### config.mk
export PLATFORM = sky130hd
export DESIGN_NAME = if_stage
export DESIGN_NICKNAME = d
export VERILOG_FILES = /design/src/rtl/if_stage.sv
export SDC_FILE = /design/constraint.sdc
export NUM_CORES = 1
export LEC_CHECK = 0
export ABC_AREA = 1
export ABC_CLOCK_PERIOD_IN_PS = 1600
export CAP_MARGIN = 40
export CORE_ASPECT_RATIO = 1.5
export CORE_MARGIN = 2
export CORE_UTILIZATION = 44
export CTS_CLUSTER_DIAMETER = 60
export DETAILED_ROUTE_END_ITERATION = 10
export GPL_TIMING_DRIVEN = 0
export PLACE_DENSITY_LB_ADDON = 0.25
export REMOVE_ABC_BUFFERS = 1
export SLEW_MARGIN = 0
export SYNTH_ARGS = -nofsm -noshare
export SYNTH_HDL_FRONTEND = slang
export SYNTH_SLANG_ARGS = --single-unit
export TNS_END_PERCENT = 30
### constraint.sdc
create_clock -name clk -period 1.6 [get_ports clk]
set_input_delay 0.48 -clock clk [delete_from_list [all_inputs] [get_ports clk]]
set_output_delay 0.48 -clock clk [all_outputs]
set_load 0.01 [all_outputs]
### src/rtl/if_stage.sv
// if_stage: PC generation, ROM enable and IF/ID pipeline register with stall, flush and redirect handling
module if_stage #(
  parameter int ADDR_W = 32,
  parameter int INST_W = 32,
  parameter logic [ADDR_W-1:0] RESET_PC = 32'h00000000,
  parameter logic [INST_W-1:0] NOP_INST = 32'h00000013
) (
  input  logic              clk,
  input  logic              rst,
  input  logic              stall_if,
  input  logic              stall_id,
  input  logic              flush,
  input  logic              branch_flag_i,
  input  logic [ADDR_W-1:0] branch_target_i,
  input  logic [INST_W-1:0] rom_inst_i,
  output logic [ADDR_W-1:0] pc_o,
  output logic              ce_o,
  output logic [ADDR_W-1:0] id_pc_o,
  output logic [INST_W-1:0] id_inst_o,
  output logic              id_valid_o
);
  logic bubble;
  logic [ADDR_W-1:0] pc_next;
  always_comb begin
    bubble  = flush || (!stall_id && (stall_if || !ce_o || branch_flag_i));
    pc_next = branch_flag_i ? {branch_target_i[ADDR_W-1:2], 2'b00} : pc_o + ADDR_W'(4);
  end
  always_ff @(posedge clk) begin
    if (rst) begin
      ce_o       <= 1'b0;
      pc_o       <= RESET_PC;
      id_pc_o    <= '0;
      id_inst_o  <= NOP_INST;
      id_valid_o <= 1'b0;
    end else begin
      ce_o <= 1'b1;
      if (ce_o && !stall_if) pc_o <= pc_next;
      if (bubble) begin
        id_pc_o    <= '0;
        id_inst_o  <= NOP_INST;
        id_valid_o <= 1'b0;
      end else if (!stall_id) begin
        id_pc_o    <= pc_o;
        id_inst_o  <= rom_inst_i;
        id_valid_o <= 1'b1;
      end
    end
  end
endmodule

==> impl_results.md <==
- Max Freq: 0.639 GHz
- I/O Buffers: 161
- Drt drc: 0
- Nets@finish: 900
- Avg Inst Size Synth: about 6.6 sq um
- Critical Path Fanout Max: 5
- DR pass1 iterations: 5
- Skew-Pair Late Insertion Delay: around 340 ps
- First-pass GRT wire length: roughly 22000 um
- Clock skew: roughly 4.2 ps
- Slew @ Worst Pin: roughly 630 ps
- Largest net degree at the start of global routing: between 50 and 60
- Cells after Synth: roughly 670
- Final ANT Viol Nets: 0
- Pwr Density: between 800 and 900 mW/mm^2
- Crit path cell chain: ha_4, nand2_4, nor2_4, nand2_2, nor2_4, nand2_1, nand2_1, nand3_1, nand2_1, a21oi_2
- Final min period: about 1600 ps
- Reg2reg path depth: 10
- Layout cell share with drive strength beyond 1: 0.127
- Ys Warns: 0
- Clock sinks: 94
- CP endpoint: pc_o[20]
- Period utilisation layout: 0.978
- R2R Path End: pc_o[20]
- Worst R2R Start: pc_o[3]
- Num CTS Buffers: 9
- Row cnt: 44
- Slew HR: 0.582
- Slowest CP cell: dfxtp_4
- Overall routed net length: around 15000 um
- RSZ-0062 raised after global routing: yes
- Vias in the first global route: about 4.6k
- Max clock buf depth: 2
- Die Wd: between 80 and 90 um
- Initial antenna violation count: 0
- VDD IR-drop max: just under 0.0007 V
- TritonCTS clock tree: yes
- Core outline area: about 0.0097 sq mm
- Area Growth Syn to Fin: 51.2%
- DR vias/cell: between 5 and 6
- R2R setup slack: 40 ps
- Die area: 0.0108 sq mm
- DRT iter0 DRCs: 259
- Total global-route track usage: 0.253
- # fillers: about 850
- # hold bufs at CTS: 0
- # IOs: about 170
- Worst min-delay path class: reg2reg
- Antenna diodes: 0
- CP startpoint: pc_o[3]
- H-tree depth: 3
- Yosys reg bits: 94
- Outcome: completed
- Non-Filler Cell Area, Final: approximately 0.0067 sq mm
- Final setup vio count: 0
- Critical Path RT: ~1800 ps
- Remaining Overflow, GRT: 0
- WP data arrival: ~1800 ps
- Critical path endpoint category: flip-flop
- Die H: between 100 and 150 um
- Clock transition at the registers of the reported paths: around 70 ps
- Delay of the slowest cell on the worst path: approximately 390 ps
- Startpoint Class: flip-flop
- Synth cell types: 32
- Sequential area share after synthesis: 0.427
- Max-cap check violation count: 0
- Initial core utilization: 0.455
- Crit path kind: reg2reg
- Slew Viols, Final: 0
- RePlAce Congestion: about 0.86
- Final HPWL DP: 9430 um
- Total chip power: between 5 and 6 mW
- Most frequent cell on the critical path: nand2_1
- Leakage: 2.84 nW
- Cell Area, Synth: about 0.0044 sq mm
- Vias: 4973
- Placed inst area: 0.00607 sq mm
- Final Hold Viols: 0
- CTS Root Cell: clkbuf_16
- Routed WL per cell: about 15 um
==> power by group <==
group          total, mW  leakage, nW  switching, mW  internal, mW
clock network       2.31        0.160          0.930          1.38
registers           2.46        0.774         0.0645          2.40
logic              0.730         1.91          0.371         0.359
total               5.50         2.84           1.36          4.14
==> repair_timing <==
action / in CTS / in global routing
pin swaps: 4 / 10
setup buffers: 5 / 9
resized for setup: 143 / 29
endpoints found under the setup margin: 187 / 42
cloned: 4 / 3
==> worst min path at each step <==
stage / startpoint / end / slack, ps / depth (start not counted)
floorplan: id_pc_o[10] / id_pc_o[10] / 480 / 2
global placement: id_pc_o[10] / id_pc_o[10] / 440 / 2
detailed placement: id_pc_o[10] / id_pc_o[10] / 450 / 2
CTS: id_pc_o[10] / id_pc_o[10] / 450 / 2
global route: id_inst_o[19] / id_inst_o[19] / 480 / 2
finish: id_pc_o[10] / id_pc_o[10] / 450 / 2
==> final cells by class <==
type                            count  area [sq um]  share of cell area
Timing Repair Buffer              183          1790               0.268
Tap cell                          115           144              0.0216
Timing Repair inverter              2          17.5             0.00263
Inverter                           36           165              0.0248
Sequential cell                    94          1920               0.288
Clock buffer                        9           225              0.0338
Multi-Input combinational cell    503          2310               0.346
Clock inverter                      7          96.3              0.0145
==> metrics by stage <==
stage / setup WS (ps) / instances / utilization / hold slack, ps / TNS, ps
floorplan: -853 / 631 / - / 481 / -47870
global placement: -4470 / 907 / 0.617 / 442 / -329510
detailed placement: -1400 / 912 / 0.626 / 447 / -106760
CTS: -3.88 / 937 / 0.669 / 453 / -3.88
global route: -80.4 / 949 / 0.688 / 481 / -206
finish: 35.1 / 949 / 0.688 / 452 / 0
==> flip-flops by register name (all words and copies together) (netlist names) <==
name        count
id_inst_o      32
pc_o           30
id_pc_o        30
ce_o            1
id_valid_o      1
==> cells in the final DEF, fill, tap and decap left out, types with 2 or more instances in the layout <==
master	netlist	routed
a21oi_1	94	94
a21oi_2	2	2
buf_12	0	2
buf_16	0	2
buf_4	4	15
bufbuf_16	0	2
bufinv_16	0	2
clkbuf_16	0	10
clkdlybuf4s50_1	0	63
clkinv_2	0	2
clkinv_8	0	2
conb_1	1	4
dfxtp_1	94	70
dfxtp_2	0	21
dfxtp_4	0	3
dlygate4sd2_1	0	94
inv_1	33	32
inv_6	0	5
nand2_1	216	212
nand2_2	4	6
nand2_4	0	3
nand3_1	31	30
nand4_1	2	2
nor2_1	99	95
nor2_2	6	8
nor2_4	7	10
nor3_1	3	2
o21ai_0	22	20
o21ai_1	1	2
o31ai_1	3	3
==> cell usage after synthesis <==
master,n,area share
nand3_1,31,0.035
a211oi_1,1,0.0017
a22oi_1,1,0.0017
o21ai_0,22,0.025
nand4_1,2,0.0028
inv_2,2,0.0017
a221oi_1,1,0.0020
a21oi_2,2,0.0040
ha_1,1,0.0028
dlymetal6s2s_1,1,0.0028
and2_1,1,0.0014
nor3_1,3,0.0034
nor2_4,7,0.018
clkbuf_8,1,0.0031
buf_1,3,0.0026
nand2_1,216,0.18
o21ai_1,1,0.0011
or2_2,1,0.0014
inv_1,33,0.028
dlygate4sd1_1,2,0.0040
o31ai_1,3,0.0051
dfxtp_1,94,0.43
nor2_2,6,0.0085
nand2_2,4,0.0057
a21oi_1,94,0.11
or2_0,1,0.0014
conb_1,1,0.00085
nor2_1,99,0.084
buf_2,12,0.014
clkbuf_1,14,0.012
clkinv_1,1,0.00085
buf_4,4,0.0068
==> worst max-delay path, delay by kind of cell (launching register included) <==
kind / cells / cell delay [ps]
AOI/OAI and AO/OA: 1 / 50
adders and majority gates: 1 / 160
DFF: 1 / 390
and+or+nand+nor: 8 / 830
==> metal layers <==
layer | vias up | share of wire | track usage
met5 | - | 0 | 0
met4 | 0 | 0.035 | 0.112
met2 | 218 | 0.51 | 0.464
met3 | 37 | 0.069 | 0.0520
met1 | 2267 | 0.39 | 0.276
li1 | 2451 | - | -
==> kinds of logic after synthesis <==
logic type,synth area share
DFF,0.427
other,0.000851
buffers and inverters,0.0755
and+or+nand+nor,0.346
adders and majority gates,0.00284
AOI/OAI and AO/OA,0.147
No activity file was read; power rests on OpenSTA's default activity.
